[src/rtl/uart_pkg.sv]
// Shared UART definitions: FSM state encoding, default line settings and
// the baud divider helper used by both the receiver and the transmitter.
package uart_pkg;

  typedef enum logic [2:0] {
    IDLE,
    START,
    DATA,
    PARITY,
    STOP
  } state_t;

  localparam int DEF_BAUD       = 115200;
  localparam int DEF_OVERSAMPLE = 16;

  // System clocks per oversample tick, truncated.
  function automatic int baud_div(input int clk_freq, input int baud, input int oversample);
    return clk_freq / (baud * oversample);
  endfunction

endpackage

[src/rtl/uart_baud_tick.sv]
// Enable-gated oversample tick generator. Produces one tick every DIV
// clocks, counts ticks modulo OVERSAMPLE and flags the mid-bit tick.
// Held at zero while disabled or cleared so every frame starts aligned.
module uart_baud_tick #(
  parameter int DIV        = 27,
  parameter int OVERSAMPLE = 16
) (
  input  logic                          clock,
  input  logic                          reset,
  input  logic                          clear,
  input  logic                          enable,
  output logic                          tick,
  output logic [$clog2(OVERSAMPLE)-1:0] tick_cnt,
  output logic                          sample
);

  localparam int DW = (DIV > 1) ? $clog2(DIV) : 1;
  localparam int TW = $clog2(OVERSAMPLE);
  localparam logic [DW-1:0] DIV_LAST = DW'(DIV - 1);
  localparam logic [TW-1:0] MID_CNT  = TW'(OVERSAMPLE / 2 - 1);

  logic [DW-1:0] div_cnt;

  assign tick   = enable && (div_cnt == DIV_LAST);
  assign sample = tick && (tick_cnt == MID_CNT);

  // Clock divider and tick counter; wraps naturally since OVERSAMPLE is a power of two.
  always_ff @(posedge clock or posedge reset) begin
    if (reset) begin
      div_cnt  <= '0;
      tick_cnt <= '0;
    end else if (clear || !enable) begin
      div_cnt  <= '0;
      tick_cnt <= '0;
    end else if (tick) begin
      div_cnt  <= '0;
      tick_cnt <= tick_cnt + TW'(1);
    end else begin
      div_cnt  <= div_cnt + DW'(1);
    end
  end

endmodule

[src/rtl/uart_rx_deser.sv]
// UART receiver: synchronises the RX line, detects the start edge, samples
// each bit mid-period and hands bytes out through a one-entry ready/valid
// buffer. Reports framing errors (pulse) and overruns (sticky).
// Optional parity checking is built when UART_RX_PARITY_EN is defined.
module uart_rx_deser
  import uart_pkg::*;
#(
  parameter int CLK_FREQ   = 50000000,
  parameter int BAUD       = DEF_BAUD,
  parameter int OVERSAMPLE = DEF_OVERSAMPLE,
  parameter int DATA_BITS  = 8
`ifdef UART_RX_PARITY_EN
  ,
  parameter bit PARITY_ODD = 1'b0
`endif
) (
  input  logic                 clock,
  input  logic                 reset,
  input  logic                 i_rx,
  output logic [DATA_BITS-1:0] o_data,
  output logic                 o_valid,
  input  logic                 i_ready,
  output logic                 o_busy,
  output logic                 o_frame_err,
  output logic                 o_overrun,
`ifdef UART_RX_PARITY_EN
  output logic                 o_parity_err,
`endif
  input  logic                 i_clr_err
);

  localparam int DIV = baud_div(CLK_FREQ, BAUD, OVERSAMPLE);
  localparam int TW  = $clog2(OVERSAMPLE);
  localparam logic [TW-1:0] LAST_TICK = TW'(OVERSAMPLE - 1);
  localparam logic [2:0]    LAST_BIT  = 3'(DATA_BITS - 1);

  state_t               state;
  logic                 rx_meta;
  logic                 rx_s;
  logic                 rx_prev;
  logic                 fall;
  logic [2:0]           bit_cnt;
  logic [DATA_BITS-1:0] shreg;
  logic                 tick;
  logic [TW-1:0]        tick_cnt;
  logic                 mid_sample;
  logic                 bit_pt;
  logic                 start_ok;
  logic                 cnt_clear;

  // Two-flop synchroniser plus a delay flop for edge detection; preset high (idle line).
  always_ff @(posedge clock or posedge reset) begin
    if (reset) begin
      rx_meta <= 1'b1;
      rx_s    <= 1'b1;
      rx_prev <= 1'b1;
    end else begin
      rx_meta <= i_rx;
      rx_s    <= rx_meta;
      rx_prev <= rx_s;
    end
  end

  assign fall = rx_prev & ~rx_s;

  // The start bit is checked mid-bit; the counter is then realigned so every
  // following bit is sampled one full bit period (OVERSAMPLE ticks) later.
  assign start_ok  = (state == START) && mid_sample && !rx_s;
  assign cnt_clear = (state == IDLE) || start_ok;
  assign bit_pt    = tick && (tick_cnt == LAST_TICK);
  assign o_busy    = (state != IDLE);

  uart_baud_tick #(
    .DIV        (DIV),
    .OVERSAMPLE (OVERSAMPLE)
  ) u_tick (
    .clock    (clock),
    .reset    (reset),
    .clear    (cnt_clear),
    .enable   (state != IDLE),
    .tick     (tick),
    .tick_cnt (tick_cnt),
    .sample   (mid_sample)
  );

  // Frame FSM with output buffer and error flags; a same-cycle overrun beats i_clr_err.
  always_ff @(posedge clock or posedge reset) begin
    if (reset) begin
      state        <= IDLE;
      bit_cnt      <= '0;
      shreg        <= '0;
      o_data       <= '0;
      o_valid      <= 1'b0;
      o_frame_err  <= 1'b0;
      o_overrun    <= 1'b0;
`ifdef UART_RX_PARITY_EN
      o_parity_err <= 1'b0;
`endif
    end else begin
      o_frame_err <= 1'b0;
      if (o_valid && i_ready) o_valid <= 1'b0;
      if (i_clr_err) begin
        o_overrun    <= 1'b0;
`ifdef UART_RX_PARITY_EN
        o_parity_err <= 1'b0;
`endif
      end
      case (state)
        IDLE: begin
          if (fall) state <= START;
        end
        START: begin
          if (mid_sample) begin
            if (rx_s) begin
              state <= IDLE;
            end else begin
              state   <= DATA;
              bit_cnt <= '0;
            end
          end
        end
        DATA: begin
          if (bit_pt) begin
            shreg   <= {rx_s, shreg[DATA_BITS-1:1]};
            bit_cnt <= bit_cnt + 3'd1;
            if (bit_cnt == LAST_BIT) begin
`ifdef UART_RX_PARITY_EN
              state <= PARITY;
`else
              state <= STOP;
`endif
            end
          end
        end
`ifdef UART_RX_PARITY_EN
        PARITY: begin
          if (bit_pt) begin
            if ((^shreg ^ rx_s) != PARITY_ODD) o_parity_err <= 1'b1;
            state <= STOP;
          end
        end
`endif
        STOP: begin
          if (bit_pt) begin
            state <= IDLE;
            if (!rx_s) begin
              o_frame_err <= 1'b1;
            end else if (!o_valid || i_ready) begin
              o_data  <= shreg;
              o_valid <= 1'b1;
            end else begin
              o_overrun <= 1'b1;
            end
          end
        end
        default: state <= IDLE;
      endcase
    end
  end

endmodule

[config.mk]
export PLATFORM = sky130hd
export DESIGN_NAME = uart_rx_deser
export DESIGN_NICKNAME = d
export VERILOG_FILES = /design/src/rtl/uart_pkg.sv /design/src/rtl/uart_baud_tick.sv /design/src/rtl/uart_rx_deser.sv
export SDC_FILE = /design/constraint.sdc
export NUM_CORES = 1
export LEC_CHECK = 0
export CELL_PAD_IN_SITES_DETAIL_PLACEMENT = 0
export CELL_PAD_IN_SITES_GLOBAL_PLACEMENT = 2
export CORE_MARGIN = 10
export CORE_UTILIZATION = 43
export CTS_BUF_LIST = sky130_fd_sc_hd__clkbuf_8
export DETAILED_ROUTE_END_ITERATION = 7
export PLACE_DENSITY = 0.91
export SLEW_MARGIN = 20
export SYNTH_ARGS = -nofsm -noshare
export SYNTH_HDL_FRONTEND = slang
export SYNTH_SLANG_ARGS = --single-unit
[constraint.sdc]
create_clock -name clock -period 4.6 [get_ports clock]
set_clock_uncertainty 0.15 [all_clocks]
set_input_delay 0.92 -clock clock [delete_from_list [all_inputs] [get_ports clock]]
set_output_delay 0.92 -clock clock [all_outputs]
set_load 0.05 [all_outputs]
# Word-level counts from Yosys, hierarchy flattened
# Index checks and enable logic that the tools add are counted.
# totals
reg_bits	37
in_bits	5
out_inout_bits	12
wordCells	78
# op_classes
add_sub_neg	3
n_eq_ne	13
muxes	28
n_bitwise	2
n_reduce_logical	20
# op_table
operator	count
3-bit 2-to-1 mux	8
1-bit 2-to-1 mux	13
2-bit != test, second input constant	6
3-bit case mux with 4 select lines	1
5-bit 2-to-1 mux	2
4-bit 2-to-1 mux	2
4-bit AND reduction	2
3-bit equality test, second input constant	2
1-bit logical AND	6
3-bit case mux with 2 select lines	1
5-bit by 1-bit adder with 5-bit output, second input constant	1
5-bit equality test, second input constant	1
5-bit AND reduction	1
4-bit by 1-bit adder with 4-bit output, second input constant	1
4-bit by 3-bit equality test with 1-bit output, second input constant	1
4-bit equality test, second input constant	1
2-bit nonzero test	2
3-bit by 1-bit adder with 3-bit output, second input constant	1
3-bit by 1-bit equality test with 1-bit output, second input constant	1
3-bit by 2-bit equality test with 1-bit output, second input constant	1
1-bit zero test	3
3-bit zero test	1
1-bit logical OR	3
3-bit nonzero test	1
4 further kinds	4

# Logic depth before layout (Yosys ltp)
# Gate-level depths: netlist of the first run.
# depth
word_depth	8
depth_mapped	7
depth_no_buf	6

# Hierarchy
# From an unflattened synthesis of the first run, not the netlist that was laid out.
# unflattened
cells_unflattened	125
area_unflattened_um2	1665.3
# by_module_without_submodules
module	instances	cells_per_inst	area_each_um2	seq_area_each_um2
uart_rx_deser	1	81	1214.9	704.4
uart_baud_tick	1	44	450.4	225.2

# Worst setup path before layout of the first run
# No wires, ideal clock.
# synth_timing
kind	reg2out
startpoint	register state[0]
endpoint	output port o_busy
arrival_time_ns	1.098
required_ns	3.530
setup_slack_ns	2.432
path_stages_with_launch	3
path_buffers	0
path_cell_list	dfrtp_1 > nor3_1 > inv_1
# synth_between
elab_chain_len	1
# synth_rtl
element	line_no	text
start, declared	uart_rx_deser.sv:37	state_t state;
start signal, assigned	uart_rx_deser.sv:89	state <= IDLE;
start signal, assigned	uart_rx_deser.sv:110	if (fall) state <= START;
start signal, assigned	uart_rx_deser.sv:115	state <= IDLE;
3-bit nonzero test	uart_rx_deser.sv:71	assign o_busy = (state != IDLE);
end, declared	uart_rx_deser.sv:23	output logic o_busy,
# Every way passes these cells.

# Final worst setup path of the first run
# Ends and elaborated chain as after synthesis.

==> results of run 1 <==
## worst min path at each step
stage	depth (start not counted)	slack, ps	startpoint	to
CTS	0	210	rx_meta	rx_s
floorplan	0	200	rx_meta	rx_s
detailed placement	0	200	rx_meta	rx_s
global route	0	220	rx_meta	rx_s
global placement	0	200	rx_meta	rx_s
finish	0	210	rx_meta	rx_s
## synth_stat cells
| cell type | number | share of area |
|---|---|---|
| a211oi_1 | 1 | 0.0047 |
| a21oi_1 | 3 | 0.0093 |
| a22o_2 | 2 | 0.012 |
| a31oi_1 | 1 | 0.0039 |
| and2_1 | 1 | 0.0039 |
| and3_1 | 1 | 0.0039 |
| and4b_2 | 1 | 0.0070 |
| buf_4 | 2 | 0.0093 |
| buf_6 | 1 | 0.0070 |
| dfrtp_1 | 34 | 0.53 |
| dfstp_2 | 3 | 0.049 |
| ha_1 | 5 | 0.039 |
| inv_1 | 5 | 0.012 |
| mux2_2 | 16 | 0.11 |
| mux2_4 | 1 | 0.0093 |
| mux2i_1 | 1 | 0.0062 |
| nand2_1 | 9 | 0.021 |
| nand2b_1 | 4 | 0.016 |
| nand3_1 | 4 | 0.012 |
| nand4_1 | 1 | 0.0039 |
| nand4b_4 | 1 | 0.015 |
| nor2_1 | 10 | 0.023 |
| nor2b_1 | 3 | 0.012 |
| nor3_1 | 2 | 0.0062 |
| nor3b_1 | 1 | 0.0047 |
| nor4_2 | 1 | 0.0078 |
| nor4_4 | 1 | 0.013 |
| o21ai_0 | 1 | 0.0031 |
| o22ai_1 | 2 | 0.0078 |
| o32ai_1 | 1 | 0.0054 |
| or2_2 | 1 | 0.0039 |
| or4_4 | 1 | 0.0070 |
| xnor2_1 | 1 | 0.0054 |
| xor2_1 | 3 | 0.016 |
## sequential cells by signal, summed over array words and instances (netlist names)
name / cells
u_tick.div_cnt: 5
rx_prev: 1
o_overrun: 1
bit_cnt: 3
rx_s: 1
o_data: 8
state: 3
u_tick.tick_cnt: 4
shreg: 8
o_frame_err: 1
rx_meta: 1
o_valid: 1
## area by class of cell
class	instances	area [sq um]	area share
Inverter	5	18.77	0.009778
Clock inverter	3	38.79	0.02021
Timing Repair Buffer	17	167.7	0.08735
Multi-Input combinational cell	80	635.6	0.3312
Sequential cell	37	929.6	0.4844
Clock buffer	5	68.82	0.03585
Tap cell	48	60.06	0.03129
## power breakdown
group	total, W	internal (W)	switching, W
logic	0.0000985	0.0000486	0.0000499
registers	0.000398	0.000361	0.0000378
clock network	0.000271	0.000159	0.000112
## worst register-to-register path, cell delays in order, from the launching register on
cell and delay, ps:
dfrtp_1 410, inv_1 80, ha_1 220, nand4b_4 230, nor4_2 400, and3_1 430
mux2_2 390
## cells by family (layout without fill, tap and decap cells)
kind of cell    count (synthesis)  count (layout)  synth area share
compound gates                 11              11           0.04662
buf+inv                         8              30           0.02797
flops                          37              37            0.5773
simple gates                   42              42            0.1601
xor+xnor                        4               4           0.02176
mux                            18              18            0.1274
fa+ha+maj                       5               5           0.03885
## cell usage in the layout (no fill, tap or decap)
cell type,n
a211oi_1,1
a21oi_1,3
a22o_2,2
a31oi_1,1
and2_1,1
and3_1,1
and4b_2,1
buf_4,1
bufinv_16,1
clkbuf_8,5
clkdlybuf4s50_1,16
clkinv_2,1
dfrtp_1,34
dfstp_2,3
ha_1,5
inv_1,6
mux2_2,16
mux2_4,1
mux2i_1,1
nand2_1,9
nand2b_1,4
nand3_1,4
nand4_1,1
nand4b_4,1
nor2_1,10
nor2b_1,3
nor3_1,2
nor3b_1,1
nor4_2,1
nor4_4,1
o21ai_0,1
o22ai_1,2
o32ai_1,1
or2_2,1
or4_4,1
xnor2_1,1
xor2_1,3
## layer usage
| layer | vias to the layer above | global-route usage | wire, microns | share of wire |
|---|---|---|---|---|
| met2 | 18 | 0.1449 | 1370 | 0.49 |
| met3 | 7 | 0.04525 | 165 | 0.059 |
| met1 | 480 | 0.1101 | 1196 | 0.43 |
| met5 | - | 0 | 0 | 0 |
| li1 | 477 | - | - | - |
| met4 | 0 | 0.05536 | 55 | 0.020 |
## stage by stage
step	total power, W	setup WS, ps	cells	util
5_1_grt	0.0008088	1340	195	0.5282
4_1_cts	0.0007768	1455	195	0.5282
6_report	0.0007677	1452	195	0.5282
2_1_floorplan	0.0004782	2432	125	-
3_5_place_dp	0.0005027	1782	187	0.4986
3_3_place_gp	0.0004947	1798	187	0.4986
==> flow_summary.ini, run 1 <==
[clock_network]
holdBufCountCts = 0
htreeDepth = 2
postCtsSetupRepairBufs = 0
clock_latency_ps = 290
path_clk_slew_ps = 70
cts_root_buf = clkbuf_8
cts_resized = 0
clock-sinks = 37
cts_buffer_depth = 2
cts_made_buffers = 5
tritoncts = yes

[logic_synthesis]
ys_ff_latch = 37
synth.distinct_cells = 34
yosys_warnings = 0
yosysSeqAreaShare = 0.5773
syn-cell-area_sq_um = 1610
synthesis.nets = 135
syn_inst = 125
synth_area_per_cell_sq_um = 12.88

[setup_path]
cp_data_arrival_time_ps = 2080
end_kind = primary output
timing.rr.start = u_tick.div_cnt[0]
path_buf_inv = 2
crit_required_ps = 3530
cp_top_family = buffers and inverters
critPathSlowestCell = clkdlybuf4s50_1
rrSetupSlack_ps = 2170
endpoint = o_busy
crit_start = state[0]
cp-start-kind = flop
cp_max_fo = 8
worstReg2RegEnd = o_data[1]
max_stage_delay_ps = 720
worst-setup-path-type = flop to primary output
worstPathCellList = nor3_1 > inv_1 > clkdlybuf4s50_1
cp.depth = 3
rr_worst_depth = 6

[timing]
min_period_ps = 3148
tns_ps = 0
fin_hold_ws_ps = 206.6
fin_crit_sh = 0.6844
drv_slew = 0
setup_viol = 0
rsz0062_at_grt = no
hold_viol = 0
fmax_mhz = 317.6
relSlewSlack = 0.5455
worstMarginPinSlew_ps = 676.6

[final_layout]
insertedDiodeCount = 0
drive_gt1_frac = 0.2449
syn2layout_area_growth_pct = 19.19
fillers = 333
nets = 156
finish.instance_area_sq_um = 1919

[floorplan]
initial_core_util = 0.4432
die_area_sq_um = 6593
io_pins = 17
dieHeight_microns = 81.20
core-area_sq_um = 3633
die_w_microns = 81.20
rows = 22

[drt]
route.detailed.drc = 0
drtIter0Drc = 45
wl_per_cell_microns = 14.30
via_per_inst = 5.036
routed_wl_microns = 2788
drtAntennaViolNets = 0
drt-pass1-iter-count = 4
vias = 982

[power_and_ir_drop]
leakage_nw = 0.9016
ir_drop_mv = 0.3011
powerDensity_nw_per_um2 = 400.0

[place]
place_area_sq_um = 1812
port_buffers = 16
gp_congestion = 0.8550
dp_hpwl_microns = 2049

[grt]
grt_use_total = 0.09619
gr-total-overflow = 0
grt_pass1_wl_microns = 4878
antenna_found_initial = 0
grt_pass1_vias = 1031
grt_max_degree = 28

[flow_run]
maxCapViolCount = 0

[outcome]
status = finished clean

[hold_path]
min_path_type = flop to flop
No activity file was read; power rests on OpenSTA's default activity.
==> inputs of run 2 (changes only) <==
Settings changed: CORE_UTILIZATION 43 to 40, PLACE_DENSITY 0.91 to 0.86.
Clock period 4.6 ns to 3.1 ns, I/O delays scaled along.
==> flow_summary.ini, run 2 (synthesized netlist as in run 1, its figures left out) <==
[final_layout]
drive_gt1_frac = 0.2500
finish.instance_area_sq_um = 1916
nets = 157
syn2layout_area_growth_pct = 18.96
fillers = 349
insertedDiodeCount = 0
layout_commonest_cell = dfrtp_1
final_cell_mix = dfrtp_1 (34), mux2_2 (16), clkdlybuf4s50_1 (16), nor2_1 (10), nand2_1 (9)
largestRegisters = o_data: 8 flops, shreg: 8 flops, u_tick.div_cnt: 5 flops

[power_and_ir_drop]
leakage_nw = 0.8964
power_w = 0.001086
powerDensity_nw_per_um2 = 566.7
ir_drop_mv = 0.4019

[setup_path]
cp.depth = 4
rrSetupSlack_ps = 670
critPathSlowestCell = clkdlybuf4s50_1
timing.rr.start = u_tick.div_cnt[0]
cp_max_fo = 8
path_buf_inv = 3
endpoint = o_busy
worstPathCellList = nor3_1 > buf_4 > inv_1 > clkdlybuf4s50_1
end_kind = primary output
cp_top_family = buffers and inverters
cp-start-kind = flop
crit_required_ps = 2330
worstReg2RegEnd = o_data[6]
max_stage_delay_ps = 690
worst-setup-path-type = flop to primary output
rr_worst_depth = 6
cp_data_arrival_time_ps = 1870
crit_start = state[0]

[grt]
grtUsageMet3 = 0.04004
grtUsageMet1 = 0.1072
grt_max_degree = 38
grt.busiest_layer = met2
grt_use_total = 0.09252
antenna_found_initial = 0
use_met2 = 0.1475
grt_pass1_vias = 1073
gr-total-overflow = 0
grt_pass1_wl_microns = 5306

[place]
dp_hpwl_microns = 2105
gp_congestion = 0.7671
port_buffers = 16
place_area_sq_um = 1822

[drt]
drt-pass1-iter-count = 4
vias = 1002
route.detailed.drc = 0
drtIter0Drc = 59
routed_wl_microns = 2927
drtAntennaViolNets = 0
via_per_inst = 5.061
wl_per_cell_microns = 14.78

[clock_network]
postCtsSetupRepairBufs = 0
cts_root_buf = clkbuf_8
tritoncts = yes
holdBufCountCts = 0
cts_made_buffers = 5
path_clk_slew_ps = 70
cts_buffer_depth = 2
clock-sinks = 37
cts_resized = 0
htreeDepth = 2
clock_latency_ps = 290

[flow_run]
maxCapViolCount = 0

[floorplan]
rows = 23
core-area_sq_um = 3943
io_pins = 17
die_w_microns = 83.45
die_area_sq_um = 6964
initial_core_util = 0.4084
dieHeight_microns = 83.45

[hold_path]
min_path_type = flop to flop

[timing]
worstMarginPinSlew_ps = 736.3
rsz0062_at_grt = no
min_period_ps = 2637
tns_ps = 0
setup_viol = 0
fin_crit_sh = 0.8505
drv_slew = 0
relSlewSlack = 0.5054
hold_viol = 0
fmax_mhz = 379.3

[outcome]
status = finished clean
-- run 2: cell count changes in the layout (fill, tap and decap cells not counted) --
cell,delta
buf_4,+1
clkinv_2,-1
clkinvlp_4,+1
bufinv_16,-1
clkbuf_8,+1
-- run 2: final cells by class --
| cell class | count | area (sq um) | share of cell area |
|---|---|---|---|
| clock buffers | 6 | 82.58 | 0.04311 |
| flip-flops and latches | 37 | 929.6 | 0.4853 |
| clock inverters | 2 | 11.26 | 0.005879 |
| multi-input cells | 80 | 635.6 | 0.3318 |
| repair buffers | 18 | 175.2 | 0.09144 |
| inverters | 5 | 18.77 | 0.009798 |
| well taps | 50 | 62.56 | 0.03266 |
-- run 2: stage by stage --
stage | hold slack (ps) | util | cells | setup WS [ps]
3_5_place_dp | 197.9 | 0.4621 | 190 | 699.7
4_1_cts | 205.4 | 0.4859 | 198 | 418.8
3_3_place_gp | 195.9 | 0.4621 | 190 | 768.8
5_1_grt | 207.0 | 0.4859 | 198 | 320.5
2_1_floorplan | 195.2 | - | 125 | 1118
6_report | 206.5 | 0.4859 | 198 | 463.5
-- run 2: worst reg2reg max path: stages (launching register included) --
cell,delay [ps]
dfrtp_1,420
inv_1,90
ha_1,220
nand4b_4,220
nor4_2,390
and3_1,440
mux2_2,390
-- run 2: how the worst min path moves through the flow --
| stage | startpoint | end | slack, ps | cells after the start |
|---|---|---|---|---|
| 2_1_floorplan | rx_meta | rx_s | 200 | 0 |
| 4_1_cts | rx_meta | rx_s | 210 | 0 |
| 3_5_place_dp | rx_meta | rx_s | 200 | 0 |
| 6_report | rx_meta | rx_s | 210 | 0 |
| 3_3_place_gp | rx_meta | rx_s | 200 | 0 |
| 5_1_grt | rx_meta | rx_s | 210 | 0 |
-- run 2: layer usage --
metal / up-vias / wire [microns]
li1: 477 / -
met1: 504 / 1212
met2: 15 / 1536
met3: 6 / 135
met4: 0 / 42
met5: - / 0
-- run 2: report_power, final --
| part | internal, W | leakage [nW] | switching [W] |
|---|---|---|---|
| sequential | 0.000535 | 0.489 | 0.0000578 |
| clock | 0.000177 | 0.0486 | 0.000167 |
| combinational | 0.0000717 | 0.358 | 0.0000768 |
==> inputs of run 3 (changes only) <==
Clock period 3.1 ns to 2.5 ns, I/O delays scaled along.
==> flow_summary.ini, run 3 (synthesized netlist as in run 1, its figures left out) <==
[clock_network]
cts_made_buffers = 5
tritoncts = yes
htreeDepth = 2
cts_buffer_depth = 2
path_clk_slew_ps = 80
cts_root_buf = clkbuf_8
clock_latency_ps = 280
postCtsSetupRepairBufs = 0
clock-sinks = 37
holdBufCountCts = 0
cts_resized = 0

[drt]
drtIter0Drc = 79
route.detailed.drc = 0
routed_wl_microns = 2881
drt-pass1-iter-count = 4
via_per_inst = 5.020
vias = 1004
wl_per_cell_microns = 14.41
drtAntennaViolNets = 0

[timing]
drv_slew = 0
worstMarginPinSlew_ps = 511.4
tns_ps = 0
setup_viol = 0
fin_crit_sh = 0.9007
fmax_mhz = 444.1
relSlewSlack = 0.6580
hold_viol = 0
min_period_ps = 2252
rsz0062_at_grt = no

[setup_path]
cp-start-kind = flop
cp_data_arrival_time_ps = 2270
rr_worst_depth = 6
worstReg2RegEnd = o_data[2]
worstPathCellList = inv_1 > ha_1 > nand4b_4 > nor4_2 > and3_1 > mux2_2
max_stage_delay_ps = 430
end_kind = flop
worst-setup-path-type = flop to flop
crit_required_ps = 2510
path_buf_inv = 1
timing.rr.start = u_tick.div_cnt[0]
critPathSlowestCell = and3_1
cp.depth = 6
endpoint = o_data[2]
cp_max_fo = 8
rrSetupSlack_ps = 250
cp_top_family = simple AND/OR/NAND/NOR gates
crit_start = u_tick.div_cnt[0]

[grt]
grt_pass1_wl_microns = 4926
grt_use_total = 0.08524
grt_max_degree = 38
gr-total-overflow = 0
antenna_found_initial = 0
grt_pass1_vias = 1049

[final_layout]
insertedDiodeCount = 0
layout_commonest_cell = dfrtp_1
drive_gt1_frac = 0.2733
finish.instance_area_sq_um = 1924
final_cell_mix = dfrtp_1 (34), mux2_2 (16), clkdlybuf4s50_1 (15), nor2_1 (10), nand2_1 (9)
fillers = 329
largestRegisters = o_data: 8 flops, shreg: 8 flops, u_tick.div_cnt: 5 flops
syn2layout_area_growth_pct = 19.50
nets = 159

[outcome]
status = finished clean

[place]
dp_hpwl_microns = 2054
gp_congestion = 0.7184
place_area_sq_um = 1834
port_buffers = 16

[floorplan]
io_pins = 17
rows = 23
initial_core_util = 0.4084
die_w_microns = 83.45
dieHeight_microns = 83.45
core-area_sq_um = 3943
die_area_sq_um = 6964

[power_and_ir_drop]
leakage_nw = 0.9016
ir_drop_mv = 0.4490
powerDensity_nw_per_um2 = 693.4

[flow_run]
maxCapViolCount = 0

[hold_path]
min_path_type = flop to flop
==> run 3: power by group <==
| part | total (W) | switching (W) | internal (W) |
|---|---|---|---|
| combinational | 0.000183 | 0.0000933 | 0.0000900 |
| sequential | 0.000735 | 0.0000719 | 0.000663 |
| clock | 0.000416 | 0.000218 | 0.000198 |
| total | 0.00133 | 0.000383 | 0.000951 |
==> run 3: how the worst min path moves through the flow <==
stage | from | to | cells after the start | slack, ps
2_1_floorplan | rx_meta | rx_s | 0 | 200
3_3_place_gp | rx_meta | rx_s | 0 | 200
3_5_place_dp | rx_meta | rx_s | 0 | 200
4_1_cts | rx_meta | rx_s | 0 | 210
5_1_grt | rx_meta | rx_s | 0 | 220
6_report | rx_meta | rx_s | 0 | 220
==> run 3: metrics by stage <==
step	hold WS, ps	std cells	utilization	worst slack (ps)	total power, W
3_3_place_gp	195.7	192	0.4652	317.7	0.0009141
4_1_cts	212.2	200	0.4881	217.0	0.001349
2_1_floorplan	195.2	125	-	518.1	0.0008799
3_5_place_dp	197.8	192	0.4652	226.1	0.0009335
6_report	217.8	200	0.4881	248.3	0.001334
5_1_grt	215.5	200	0.4881	54.47	0.001412
==> run 3: area by class of cell <==
class                           count  area, sq um  area share
Clock buffer                        5        68.82     0.03576
Inverter                            5        18.77    0.009753
Tap cell                           50        62.56     0.03251
Sequential cell                    37        929.6      0.4831
Clock inverter                      3        21.27     0.01105
Timing Repair Buffer               20        187.7     0.09753
Multi-Input combinational cell     80        635.6      0.3303
==> run 3: metal layers <==
layer  routed length (microns)  GRT usage
met1                      1339     0.1029
met2                      1387     0.1320
met5                         0          0
met4                        19    0.03805
met3                       135    0.03125
